==> src/rtl/wb_stage_pkg.sv <==
// Shared definitions for the writeback stage: memory-stage bus layout, CP0 register
// addresses, exception codes and the exception vector.
package wb_stage_pkg;

    localparam int unsigned MS_WS_WD = 120;
    localparam int unsigned WS_DS_WD = 39;

    localparam logic [31:0] EXC_VECTOR   = 32'hBFC0_0380;
    localparam logic [31:0] STATUS_RESET = 32'h0040_0000;

    localparam logic [7:0] CP0_BADVADDR = 8'h40;
    localparam logic [7:0] CP0_COUNT    = 8'h48;
    localparam logic [7:0] CP0_COMPARE  = 8'h58;
    localparam logic [7:0] CP0_STATUS   = 8'h60;
    localparam logic [7:0] CP0_CAUSE    = 8'h68;
    localparam logic [7:0] CP0_EPC      = 8'h70;

    localparam logic [4:0] EXC_INT  = 5'h00;
    localparam logic [4:0] EXC_ADEL = 5'h04;
    localparam logic [4:0] EXC_ADES = 5'h05;
    localparam logic [4:0] EXC_SYS  = 5'h08;
    localparam logic [4:0] EXC_BP   = 5'h09;
    localparam logic [4:0] EXC_RI   = 5'h0A;
    localparam logic [4:0] EXC_OV   = 5'h0C;

    // Memory-to-writeback payload, MSB first (badvaddr occupies [119:88]).
    typedef struct packed {
        logic [31:0] badvaddr;
        logic        bd;
        logic        eret;
        logic [7:0]  cp0_addr;
        logic        dst_is_cp0;
        logic        src_is_cp0;
        logic        except;
        logic [4:0]  exccode;
        logic        gr_we;
        logic [4:0]  dest;
        logic [31:0] result;
        logic [31:0] pc;
    } ms_ws_bus_t;

endpackage

==> src/rtl/cp0_regfile.sv <==
// CP0 register file: BadVAddr, Count, Compare, Status, Cause, EPC, plus the
// timer interrupt and the pending-interrupt flag.
module cp0_regfile
    import wb_stage_pkg::*;
(
    input  logic        clk,
    input  logic        reset,
    input  logic [5:0]  ext_int_i,
    input  logic        mtc0_we_i,
    input  logic [7:0]  addr_i,
    input  logic [31:0] wdata_i,
    output logic [31:0] rdata_o,
    input  logic        exc_commit_i,
    input  logic [4:0]  exccode_i,
    input  logic        exc_bd_i,
    input  logic [31:0] exc_pc_i,
    input  logic [31:0] exc_badvaddr_i,
    input  logic        eret_commit_i,
    output logic [31:0] epc_o,
    output logic        has_int_o
);

    logic [7:0]  im_q, im_d;
    logic        exl_q, exl_d;
    logic        ie_q, ie_d;
    logic        bd_q, bd_d;
    logic        ti_q, ti_d;
    logic [5:0]  ip_hw_q, ip_hw_d;
    logic [1:0]  ip_sw_q, ip_sw_d;
    logic [4:0]  exccode_q, exccode_d;
    logic [31:0] epc_q, epc_d;
    logic [31:0] badvaddr_q, badvaddr_d;
    logic [31:0] count_q, count_d;
    logic [31:0] compare_q, compare_d;
    logic        tick_q, tick_d;

    logic [31:0] status_w;
    logic [31:0] cause_w;

    assign status_w = {9'b0, 1'b1, 6'b0, im_q, 6'b0, exl_q, ie_q};
    assign cause_w  = {bd_q, ti_q, 14'b0, ip_hw_q, ip_sw_q, 1'b0, exccode_q, 2'b0};

    always_comb begin
        rdata_o = 32'h0;
        case (addr_i)
            CP0_BADVADDR: rdata_o = badvaddr_q;
            CP0_COUNT:    rdata_o = count_q;
            CP0_COMPARE:  rdata_o = compare_q;
            CP0_STATUS:   rdata_o = status_w;
            CP0_CAUSE:    rdata_o = cause_w;
            CP0_EPC:      rdata_o = epc_q;
            default:      rdata_o = 32'h0;
        endcase
    end

    assign epc_o     = epc_q;
    assign has_int_o = (|({ip_hw_q, ip_sw_q} & im_q)) && ie_q && !exl_q;

    // Next state: free-running timer first, then software writes, then commits.
    always_comb begin
        im_d       = im_q;
        exl_d      = exl_q;
        ie_d       = ie_q;
        bd_d       = bd_q;
        ti_d       = ti_q;
        ip_sw_d    = ip_sw_q;
        exccode_d  = exccode_q;
        epc_d      = epc_q;
        badvaddr_d = badvaddr_q;
        compare_d  = compare_q;
        tick_d     = ~tick_q;
        count_d    = tick_q ? count_q + 32'd1 : count_q;
        ip_hw_d    = {ti_q | ext_int_i[5], ext_int_i[4:0]};

        if (count_q == compare_q) begin
            ti_d = 1'b1;
        end

        if (mtc0_we_i) begin
            case (addr_i)
                CP0_COUNT: count_d = wdata_i;
                CP0_COMPARE: begin
                    compare_d = wdata_i;
                    ti_d      = 1'b0;
                end
                CP0_STATUS: begin
                    im_d  = wdata_i[15:8];
                    exl_d = wdata_i[1];
                    ie_d  = wdata_i[0];
                end
                CP0_CAUSE: ip_sw_d = wdata_i[9:8];
                CP0_EPC:   epc_d   = wdata_i;
                default: ;
            endcase
        end

        if (exc_commit_i) begin
            exl_d     = 1'b1;
            exccode_d = exccode_i;
            // A nested exception keeps the original return point.
            if (!exl_q) begin
                epc_d = exc_bd_i ? exc_pc_i - 32'd4 : exc_pc_i;
                bd_d  = exc_bd_i;
            end
            if (exccode_i == EXC_ADEL || exccode_i == EXC_ADES) begin
                badvaddr_d = exc_badvaddr_i;
            end
        end

        if (eret_commit_i) begin
            exl_d = 1'b0;
        end
    end

    always_ff @(posedge clk) begin
        if (reset) begin
            im_q       <= 8'h0;
            exl_q      <= 1'b0;
            ie_q       <= 1'b0;
            bd_q       <= 1'b0;
            ti_q       <= 1'b0;
            ip_hw_q    <= 6'h0;
            ip_sw_q    <= 2'h0;
            exccode_q  <= 5'h0;
            epc_q      <= 32'h0;
            badvaddr_q <= 32'h0;
            count_q    <= 32'h0;
            compare_q  <= 32'h0;
            tick_q     <= 1'b0;
        end else begin
            im_q       <= im_d;
            exl_q      <= exl_d;
            ie_q       <= ie_d;
            bd_q       <= bd_d;
            ti_q       <= ti_d;
            ip_hw_q    <= ip_hw_d;
            ip_sw_q    <= ip_sw_d;
            exccode_q  <= exccode_d;
            epc_q      <= epc_d;
            badvaddr_q <= badvaddr_d;
            count_q    <= count_d;
            compare_q  <= compare_d;
            tick_q     <= tick_d;
        end
    end

endmodule

==> src/rtl/wb_stage.sv <==
// Writeback stage: pipeline register, GPR write port, bypass bus, trace outputs,
// exception/ERET commit with flush and redirect.
module wb_stage
    import wb_stage_pkg::*;
(
    input  logic                clk,
    input  logic                reset,
    input  logic                ms_to_ws_valid,
    input  logic [MS_WS_WD-1:0] ms_to_ws_bus,
    output logic                ws_allowin,
    output logic                rf_we,
    output logic [4:0]          rf_waddr,
    output logic [31:0]         rf_wdata,
    output logic [WS_DS_WD-1:0] ws_to_ds_bus,
    output logic                flush,
    output logic [31:0]         flush_pc,
    input  logic [5:0]          ext_int_in,
    output logic                has_int,
    output logic [31:0]         debug_wb_pc,
    output logic [3:0]          debug_wb_rf_wen,
    output logic [4:0]          debug_wb_rf_wnum,
    output logic [31:0]         debug_wb_rf_wdata
);

    logic       ws_valid_q, ws_valid_d;
    ms_ws_bus_t ws_bus_q, ws_bus_d;
    logic       ws_ready_go;
    logic       exc_commit;
    logic       eret_commit;
    logic       mtc0_we;
    logic [31:0] cp0_rdata;
    logic [31:0] cp0_epc;
    logic [31:0] final_result;

    assign ws_ready_go = 1'b1;
    assign ws_allowin  = !ws_valid_q || ws_ready_go;

    // Pipeline register: a flush drops whatever arrives in the same cycle.
    always_comb begin
        ws_valid_d = ws_valid_q;
        ws_bus_d   = ws_bus_q;
        if (flush) begin
            ws_valid_d = 1'b0;
        end else if (ws_allowin) begin
            ws_valid_d = ms_to_ws_valid;
        end
        if (ms_to_ws_valid && ws_allowin) begin
            ws_bus_d = ms_ws_bus_t'(ms_to_ws_bus);
        end
    end

    always_ff @(posedge clk) begin
        if (reset) begin
            ws_valid_q <= 1'b0;
            ws_bus_q   <= '0;
        end else begin
            ws_valid_q <= ws_valid_d;
            ws_bus_q   <= ws_bus_d;
        end
    end

    assign exc_commit  = ws_valid_q && ws_bus_q.except;
    assign eret_commit = ws_valid_q && ws_bus_q.eret && !ws_bus_q.except;
    assign mtc0_we     = ws_valid_q && ws_bus_q.dst_is_cp0 && !ws_bus_q.except;

    cp0_regfile u_cp0 (
        .clk            (clk),
        .reset          (reset),
        .ext_int_i      (ext_int_in),
        .mtc0_we_i      (mtc0_we),
        .addr_i         (ws_bus_q.cp0_addr),
        .wdata_i        (ws_bus_q.result),
        .rdata_o        (cp0_rdata),
        .exc_commit_i   (exc_commit),
        .exccode_i      (ws_bus_q.exccode),
        .exc_bd_i       (ws_bus_q.bd),
        .exc_pc_i       (ws_bus_q.pc),
        .exc_badvaddr_i (ws_bus_q.badvaddr),
        .eret_commit_i  (eret_commit),
        .epc_o          (cp0_epc),
        .has_int_o      (has_int)
    );

    assign final_result = ws_bus_q.src_is_cp0 ? cp0_rdata : ws_bus_q.result;

    assign flush    = ws_valid_q && (ws_bus_q.except || ws_bus_q.eret);
    assign flush_pc = ws_bus_q.except ? EXC_VECTOR : cp0_epc;

    assign rf_we        = ws_valid_q && ws_bus_q.gr_we && !ws_bus_q.except;
    assign rf_waddr     = ws_bus_q.dest;
    assign rf_wdata     = final_result;
    assign ws_to_ds_bus = {ws_valid_q, rf_we, ws_bus_q.dest, final_result};

    assign debug_wb_pc       = ws_bus_q.pc;
    assign debug_wb_rf_wen   = {4{rf_we}};
    assign debug_wb_rf_wnum  = ws_bus_q.dest;
    assign debug_wb_rf_wdata = final_result;

endmodule

==> config.mk <==
export PLATFORM = sky130hd
export DESIGN_NAME = wb_stage
export DESIGN_NICKNAME = d
export VERILOG_FILES = /design/src/rtl/wb_stage_pkg.sv /design/src/rtl/cp0_regfile.sv /design/src/rtl/wb_stage.sv
export SDC_FILE = /design/constraint.sdc
export NUM_CORES = 1
export LEC_CHECK = 0
export ABC_AREA = 1
export CELL_PAD_IN_SITES_DETAIL_PLACEMENT = 0
export CELL_PAD_IN_SITES_GLOBAL_PLACEMENT = 1
export CORE_MARGIN = 4
export CORE_UTILIZATION = 40
export CTS_BUF_LIST = sky130_fd_sc_hd__clkbuf_4 sky130_fd_sc_hd__clkbuf_8
export DETAILED_ROUTE_END_ITERATION = 10
export PLACE_DENSITY_LB_ADDON = 0.1
export SETUP_SLACK_MARGIN = 0.02
export SLEW_MARGIN = 20
export SYNTH_ARGS = -nofsm -noshare
export SYNTH_HDL_FRONTEND = slang
export SYNTH_SLANG_ARGS = --single-unit
==> constraint.sdc <==
create_clock -name clk -period 3.1 [get_ports clk]
set_clock_uncertainty 0.15 [all_clocks]
set_input_delay 0.62 -clock clk [delete_from_list [all_inputs] [get_ports clk]]
set_output_delay 0.62 -clock clk [all_outputs]
set_load 0.05 [all_outputs]
* Word-level counts from Yosys, hierarchy flattened
Cells that the tools add are included.
** Word-level totals
- Register bits after elaboration :: 275
- Bits of input ports :: 129
- Output and inout port bits :: 185
** Operators by class
- Add/sub/neg operators :: 2
- Eq/ne operators :: 9
- Muxes and demuxes :: 17
- Bitwise logic cells :: 4
- Reduce and logical (&&, ||, !) cells :: 25
** Operator list (count)
- two-way mux 32 bit :: 10
- case mux 32 bit (6 select lines) :: 1
- == test 8 x 7 -> 1 bit (second input constant) :: 6
- adder 32 x 1 -> 32 bit (second input constant) :: 1
- == test 32 bit :: 1
- subtractor 32 x 3 -> 32 bit (second input constant) :: 1
- AND reduction 2 bit :: 6
- == test 5 x 3 -> 1 bit (second input constant) :: 2
- logical AND 1 bit :: 10
- AND 8 bit :: 1
- OR reduction 8 bit :: 1
- two-way mux 1 bit :: 6
- nonzero test 2 bit :: 2
- OR reduction 2 bit :: 2
- zero test 1 bit :: 2
- logical OR 1 bit :: 2
- NOT 1 bit :: 2
- bitwise OR 1 bit :: 1

* Logic depth before layout (Yosys ltp)
Gate-level depths: netlist of run 1.
- Depth in word-level cells :: 5
- Mapped depth :: 13
- Depth with buffers taken out :: 12

* Cells and area by module
Synthesis of run 1 repeated with hierarchy kept, for this count alone.
** Second synthesis, totals
- Cell total of the unflattened synthesis :: 2546
- Area, all modules :: 15750.1 um^2
** Modules (own cells, without submodules)
- cp0_regfile :: instances 1, cells an instance 1495, area each 9161.3 um^2
- wb_stage :: instances 1, cells an instance 1051, area each 6588.8 um^2

* Least setup slack after synthesis of run 1
No wires, ideal clock.
- Path type :: reg-to-output
- Start :: reg ws_bus_q[85] (netlist bit)
- End :: out rf_wdata[15]
- Arrival time :: 2.461 ns
- Setup slack :: -0.131 ns
- Stages on the path, launching flop included :: 12
- Buffers on the path :: 3
- Path through :: dfxtp_1 > inv_1 > nand2_2 > nor3_4 > and2_1 > buf_4 > buf_6 > nand2_1 > nand2_1 > nor2_1 > a21oi_1 > buf_4
** Between the ends
- Longest elaborated chain between the ends :: 3
- Elaborated cells on any way between the ends :: 8
- Classes of those cells :: eq/ne: 6; mux: 2
** RTL lines
- start: declaration :: line wb_stage.sv:26 : ms_ws_bus_t ws_bus_q, ws_bus_d;
- start signal: assignment :: line wb_stage.sv:58 : ws_bus_q <= ws_bus_d;
- == test 8 x 7 -> 1 bit :: line cp0_regfile.sv:45 : case (addr_i)
- case mux 32 bit (6 select lines) * :: line cp0_regfile.sv:45
- two-way mux 32 bit * :: line wb_stage.sv:84 : assign final_result = ws_bus_q.src_is_cp0 ? cp0_rdata : ws_bus_q.result;
- end: declaration :: line wb_stage.sv:13 : output logic [31:0] rf_wdata,
Every way passes the cells marked *; elsewhere a longest branch is shown, timed or not.

* Worst setup path in the final report of run 1
- Start :: reg ws_bus_q[83] (netlist bit)
- End :: out ws_to_ds_bus[15]
** Between the ends
- Longest elaborated chain between the ends :: 3
- Elaborated cells on any way between the ends :: 8
- Classes of those cells :: eq/ne: 6; mux: 2
** RTL lines
- == test 8 x 7 -> 1 bit :: line cp0_regfile.sv:45
- case mux 32 bit (6 select lines) * :: line cp0_regfile.sv:45
- two-way mux 32 bit * :: line wb_stage.sv:84
- end: declaration :: line wb_stage.sv:14 : output logic [WS_DS_WD-1:0] ws_to_ds_bus,
Marks and branches as above.

==> reports/summary.txt, run 1 <==
Status = finished, violations left
Violations in the final reports = negative setup slack
Startpoint of the worst register-to-register path = ws_bus_q[75]
Final critical-path share of the clock period = 102%
Post-synth cell types = 36
Series of cell instances along the critical path = nand2_1 > nor2_2 > buf_4 > nand3_1 > o21ai_4 > nor2_2 > a21oi_4 > buf_12
Worst-path maximum fanout = 9
Simple logic cell fraction of the synthesized area = 29.1%
Deepest level of the CTS H-tree = 2
Critical-path cell with the highest stage delay = dfxtp_2
Initial antenna violation count = 0
Final setup viols = 42
Die boundary width = 201 µm
Clock-pin slew on the worst setup and hold paths = 0.06 ns
Post-place instance area = 0.0186 mm²
Count of warnings emitted by yosys = 0
# rows = 70
Die Ht = 201 µm
Startpoint of the worst hold path = reset
Hold WC Path Type = in2reg
Cell count after placement = 2,916
Final-layout setup total negative slack = -1.07 ns
Max_cap viols = 0
Total number of nets in the final design = 2,658
Post-synthesis instance total = 2,330
Post-detailed-route DRC marker count = 0
RePlAce Congestion = 0.978
Source-to-sink clock delay at the later pin of the worst-skew pair = 0.63 ns
Tightest Pin Transition = 0.775 ns
Area delta synth->final = 39.0%
Final-layout fill cell count = 3,710
Place WS = 0.296 ns
Pin count of the biggest net entering global routing = 73
FFs w/ async S/R, synth = 0%
Router iterations before antenna repair = 5
Number of nets produced by synthesis = 2,461
Worst path arrival time = 2.39 ns
Hold Crit Depth = 4
Pins Over Slew Limit = 0
Min Clock Period, post-route = 3.16 ns
Clock root buffer master = clkbuf_8
CTS tree = built
Main combinational cell family by area after synthesis = simple AND/OR/NAND/NOR gates
Core Region = 0.0367 mm²
Worst setup EP type = output port
First-pass GRT wire length = 93,600 µm
Final Cell Area = 0.0207 mm²
Number of vias per cell = 5.25
Overall routing resource usage = 29.8%
Routed via count = 15,900
Number of primary I/O pins = 314
Initial standard-cell utilization of the core = 40.6%
Startpoint class of the critical path = flip-flop
Number of DRC markers in iteration 0 = 1,463
Average routed wire per standard cell = 20.7 µm
Sum of net half-perimeters after detailed placement = 46,600 µm
Leakage power of the design = 8.93 nW
Complex-gate fraction of the synthesized area = 16.6%
Mean post-synth cell area = 6.39 µm²
F_max = 0.316 GHz
Final non-filler cell total = 3,034
WP data required = 2.33 ns
Longest Clk Path Bufs = 3
Clock sinks = 275
Most common cell after layout, fill and taps aside = nor2_1
Total standard cell area after synthesis = 0.0149 mm²
Most used DFF post-synth = dfxtp_1
Worst vdd ir = 0.276 mV
Adder and majority gate portion of the synthesized area = 0.168%
Buffers on Ports = 312
Most frequent CP cell = nor2_2
Post-layout worst setup margin = -0.0625 ns
Share of the synthesized netlist area taken by xor and xnor gates = 1.53%
Peak per-stage delay on the critical path = 0.42 ns
Register-to-Register Path Depth = 10
Grt ovf = 0
Power per Cell Area = 472 mW/mm²
CP Class = reg2out
Final antenna-violating net count = 0
Mux share of post-synthesis cell area = 0%
Full die area = 0.0404 mm²
Commonest non-fill, non-tap cells in the layout = 412 x nor2_1, 377 x nand2_1, 270 x o21ai_0
Unrepaired setup endpoints after global routing = true
Drt total wl = 62,800 µm
Rel. slew slack = 48.3%
Share of cells above drive strength 1 = 17.1%
Vias in the first global route = 15,200
Seq cells post-synth = 275
Number of enable flip-flop cells after synthesis = 0
Cts bufs inserted = 50
Number of failing hold endpoints at the final stage = 0
Portion of the post-synthesis area used by sequential elements = 37.0%
Worst setup path start = ws_bus_q[83]
==> cell usage after synthesis, types with 3 or more instances <==
master    number  area share (%)
nor2_1       432              11
nand3_1      140             4.7
o21bai_1       3            0.15
inv_1        224             5.6
clkbuf_1      84             2.1
nand3b_1       6            0.30
nand2_1      433              11
buf_1          3           0.076
nand4_1       14            0.59
inv_2          6            0.15
dfxtp_1      275              37
or2_2         10            0.42
o21ai_1       26            0.87
xor2_1         7            0.41
xnor2_1       19             1.1
a21oi_1      154             5.2
nor3_1        13            0.44
o21ai_0      302              10
buf_2         24            0.81
buf_4        126             6.4
buf_6          5            0.38
==> registers in the layout (all words and copies together), names as in the netlist <==
name / count
u_cp0.exccode_q: 5
u_cp0.exl_q: 1
debug_wb_rf_wnum: 5
u_cp0.epc_o: 32
u_cp0.count_q: 32
u_cp0.compare_q: 32
u_cp0.badvaddr_q: 32
u_cp0.tick_q: 1
u_cp0.bd_q: 1
ws_valid_q: 1
debug_wb_pc: 32
u_cp0.ip_hw_q: 6
u_cp0.ie_q: 1
u_cp0.ip_sw_q: 2
ws_bus_q: 83
u_cp0.ti_q: 1
u_cp0.im_q: 8
==> power by group <==
part / switching [mW] / internal [mW]
clock: 1.61 / 2.11
combinational: 1.31 / 0.879
sequential: 0.162 / 3.68
total: 3.09 / 6.67
==> path summary, 6_finish.rpt <==
kind / endpoint / slack (ns)
setup reg to reg: u_cp0.epc_o[5] / 0.68
hold reg to reg: ws_bus_q[78] / 0.33
setup / recovery: ws_to_ds_bus[15] / -0.06
hold / removal: u_cp0.count_q[6] / 0.23
==> critical path, delay by kind of cell, from the launching register on <==
| family | cells | cell delay, ns |
|---|---|---|
| compound gates | 2 | 0.38 |
| buf+inv | 2 | 0.40 |
| flops | 1 | 0.42 |
| simple gates | 4 | 0.56 |
==> layer usage <==
metal | vias to the layer above | GRT usage [%] | share of wire, %
met4 | 0 | 8.38 | 2.7
met2 | 656 | 47.7 | 45
met1 | 7477 | 41.2 | 45
met3 | 105 | 5.54 | 7.2
li1 | 7695 | - | -
met5 | - | 0 | 0
==> what timing repair did <==
action,CTS,global route
hold buffers,0,0
pin swaps,38,38
buffers inserted,14,5
resized for setup,136,84
setup endpoints to repair,102,97
cloned,6,2
==> cells by family after synthesis <==
kind of cell	count (synthesis)
flip-flops	275
AO/OA/AOI/OAI	490
buffers and inverters	474
other	1
adder cells (fa/ha/maj)	2
AND/OR/NAND/NOR	1062
XOR/XNOR	26
==> layout make-up <==
| class | instances | area [µm²] | area share [%] |
|---|---|---|---|
| multi-input combinational | 1581 | 7630 | 36.9 |
| clock inverter | 9 | 77.6 | 0.375 |
| inverter | 231 | 885 | 4.28 |
| clock buffer | 81 | 996 | 4.81 |
| antenna | 1 | 2.50 | 0.0121 |
| tap | 468 | 586 | 2.83 |
| sequential | 275 | 5510 | 26.6 |
| timing repair buffer | 388 | 5000 | 24.2 |
==> metrics by stage <==
| stage | power, mW | hold WS [ns] | util (%) |
|---|---|---|---|
| after floorplan | 5.10 | 0.284 | - |
| after global placement | 5.99 | 0.306 | 50.8 |
| after detailed placement | 6.00 | 0.300 | 50.8 |
| after CTS | 9.79 | 0.197 | 55.4 |
| after global routing | 10.1 | 0.244 | 56.4 |
| final | 9.76 | 0.230 | 56.4 |
Power figures use the tool's default switching activity.
==> inputs of run 2 (changes only) <==
--- a/config.mk
+++ b/config.mk
@@ -6,13 +6,11 @@
 export NUM_CORES = 1
 export LEC_CHECK = 0
 export ABC_AREA = 1
-export CELL_PAD_IN_SITES_DETAIL_PLACEMENT = 0
-export CELL_PAD_IN_SITES_GLOBAL_PLACEMENT = 1
 export CORE_MARGIN = 4
-export CORE_UTILIZATION = 40
+export CORE_UTILIZATION = 49
 export CTS_BUF_LIST = sky130_fd_sc_hd__clkbuf_4 sky130_fd_sc_hd__clkbuf_8
 export DETAILED_ROUTE_END_ITERATION = 10
-export PLACE_DENSITY_LB_ADDON = 0.1
+export PLACE_DENSITY = 0.77
 export SETUP_SLACK_MARGIN = 0.02
 export SLEW_MARGIN = 20
 export SYNTH_ARGS = -nofsm -noshare
==> reports/summary.txt, run 2 (same netlist as run 1, synthesis figures left out) <==
Status = finished, violations left
Violations in the final reports = negative setup slack
Worst setup EP type = output port
Full die area = 0.0332 mm² (-18%)
Worst vdd ir = 0.386 mV (+40%)
Commonest non-fill, non-tap cells in the layout = 421 x nor2_1, 358 x nand2_1, 271 x dfxtp_1
Cts bufs inserted = 46 (-8.0%)
Number of DRC markers in iteration 0 = 1,967 (+34%)
Total number of nets in the final design = 2,641 (-0.64%)
Tightest Pin Transition = 0.751 ns (-0.0237 ns)
Max_cap viols = 0 (unchanged)
Clock sinks = 275 (unchanged)
Clock root buffer master = clkbuf_8
Number of vias per cell = 5.57 (+6.2%)
# rows = 63 (-10%)
Final-layout setup total negative slack = -0.333 ns (+0.737 ns)
Pins Over Slew Limit = 0 (unchanged)
Longest Clk Path Bufs = 3 (unchanged)
Drt total wl = 57,000 µm (-9.2%)
Clock-pin slew on the worst setup and hold paths = 0.06 ns (about the same)
Initial standard-cell utilization of the core = 50.0% (+9.4 points)
Leakage power of the design = 8.89 nW (-0.40%)
Grt ovf = 0 (unchanged)
WP data required = 2.33 ns (about the same)
Pin count of the biggest net entering global routing = 76 (+4.1%)
Startpoint class of the critical path = flip-flop
Vias in the first global route = 15,200 (-0.29%)
Final antenna-violating net count = 0 (unchanged)
Overall Power = 9.88 mW (+1.2%)
CP Class = reg2out
Number of primary I/O pins = 314 (unchanged)
Rel. slew slack = 49.9% (+1.6 points)
Core Region = 0.0298 mm² (-19%)
Router iterations before antenna repair = 6 (+1)
Routed via count = 16,400 (+2.8%)
Worst path arrival time = 2.37 ns (-0.02 ns)
First-pass GRT wire length = 85,400 µm (-8.8%)
Number of failing hold endpoints at the final stage = 0 (unchanged)
Deepest level of the CTS H-tree = 2 (unchanged)
Post-detailed-route DRC marker count = 0 (unchanged)
RePlAce Congestion = 1.00 (+2.4%)
Area delta synth->final = 37.6%
Overall routing resource usage = 32.3% (+2.5 points)
Post-layout util = 68.8% (+12 points)
Worst-path maximum fanout = 6 (-3)
Buffers on Ports = 312 (unchanged)
Unrepaired setup endpoints after global routing = true
Max reg flops = 83 (unchanged)
Share of cells above drive strength 1 = 17.2% (+0.081 points)
Final setup viols = 24 (-43%)
F_max = 0.318 GHz (+0.59%)
Min Clock Period, post-route = 3.14 ns (-0.0187 ns)
Die boundary width = 182 µm (-9.3%)
Hold WC Path Type = reg2reg
Power per Cell Area = 482 mW/mm² (+2.2%)
CTS tree = built
Post-layout worst setup margin = -0.0438 ns (+0.0187 ns)
Die Ht = 182 µm (-9.3%)
Most common cell after layout, fill and taps aside = nor2_1
Sum of net half-perimeters after detailed placement = 42,800 µm (-8.2%)
Average routed wire per standard cell = 19.4 µm (-6.2%)
Source-to-sink clock delay at the later pin of the worst-skew pair = 0.59 ns (-0.04 ns)
Biggest register = ws_bus_q
Initial antenna violation count = 1 (+1)
Final critical-path share of the clock period = 101% (-0.60 points)
==> run 2: cell count changes in the layout (fill, tap and decap cells not counted), sizes merged <==
cell           change
clkdlybuf4s50      +1
dlygate4sd2        -1
bufinv             +4
clkinv             +5
clkbuf            -16
buf               -11
==> run 2: path summary, 6_finish.rpt <==
path,from,depth (start not counted),slack [ns],to
worst max-delay path,ws_bus_q[78],10,-0.04,rf_wdata[11]
worst min-delay path,u_cp0.badvaddr_q[21],2,0.33,u_cp0.badvaddr_q[21]
worst max register to register,ws_bus_q[78],10,0.66,u_cp0.compare_q[26]
worst min register to register,u_cp0.badvaddr_q[21],2,0.33,u_cp0.badvaddr_q[21]
==> run 2: final cells by class <==
class / count / area (µm²)
Antenna cell: 1 / 2.50
Clock buffer: 67 / 872
Clock inverter: 18 / 244
Fill cell: 2536 / 9300
Inverter: 231 / 885
Multi-Input combinational cell: 1581 / 7710
Sequential cell: 275 / 5510
Tap cell: 390 / 488
Timing Repair Buffer: 375 / 4780
==> run 2: what timing repair did <==
action                                  4_1_cts  5_1_grt
setup buffers                                 7        4
resized for setup                           100      141
pin swaps                                    18       65
endpoints found under the setup margin      113       96
hold buffers                                  0        0
cloned                                        3        1
==> run 2: critical path: stages, from the launching register on <==
cell and delay, ns:
dfxtp_2 0.32, inv_2 0.07, nand2_4 0.07, nor3_4 0.24, buf_12 0.16, nand2_8 0.07, buf_6 0.14, o21ai_2 0.15
nor2_2 0.07, a21oi_4 0.29, buf_12 0.18
==> run 2: metal layers <==
layer | share of wire [%] | vias to the layer above | GRT usage, %
met5 | 0 | - | 0
met4 | 3.9 | 0 | 12.3
met3 | 11 | 174 | 7.41
met2 | 45 | 958 | 51.5
met1 | 40 | 7577 | 42.7
li1 | - | 7669 | -
==> run 2: power breakdown <==
part	internal (mW)	total (mW)	switching (mW)
clock network	2.26	3.86	1.61
registers	3.68	3.85	0.173
logic	0.877	2.17	1.29
total	6.81	9.88	3.07
==> run 2: through the flow <==
step	std cells	setup WS, ns	instance area, µm²	hold WS [ns]
3_5_place_dp	2837	0.273	18500	0.299
3_3_place_gp	2837	0.351	18500	0.304
4_1_cts	2932	-0.0445	20000	0.329
6_report	2938	-0.0438	20500	0.334
5_1_grt	2938	-0.133	20500	0.339
2_1_floorplan	2330	0.196	14900	0.284
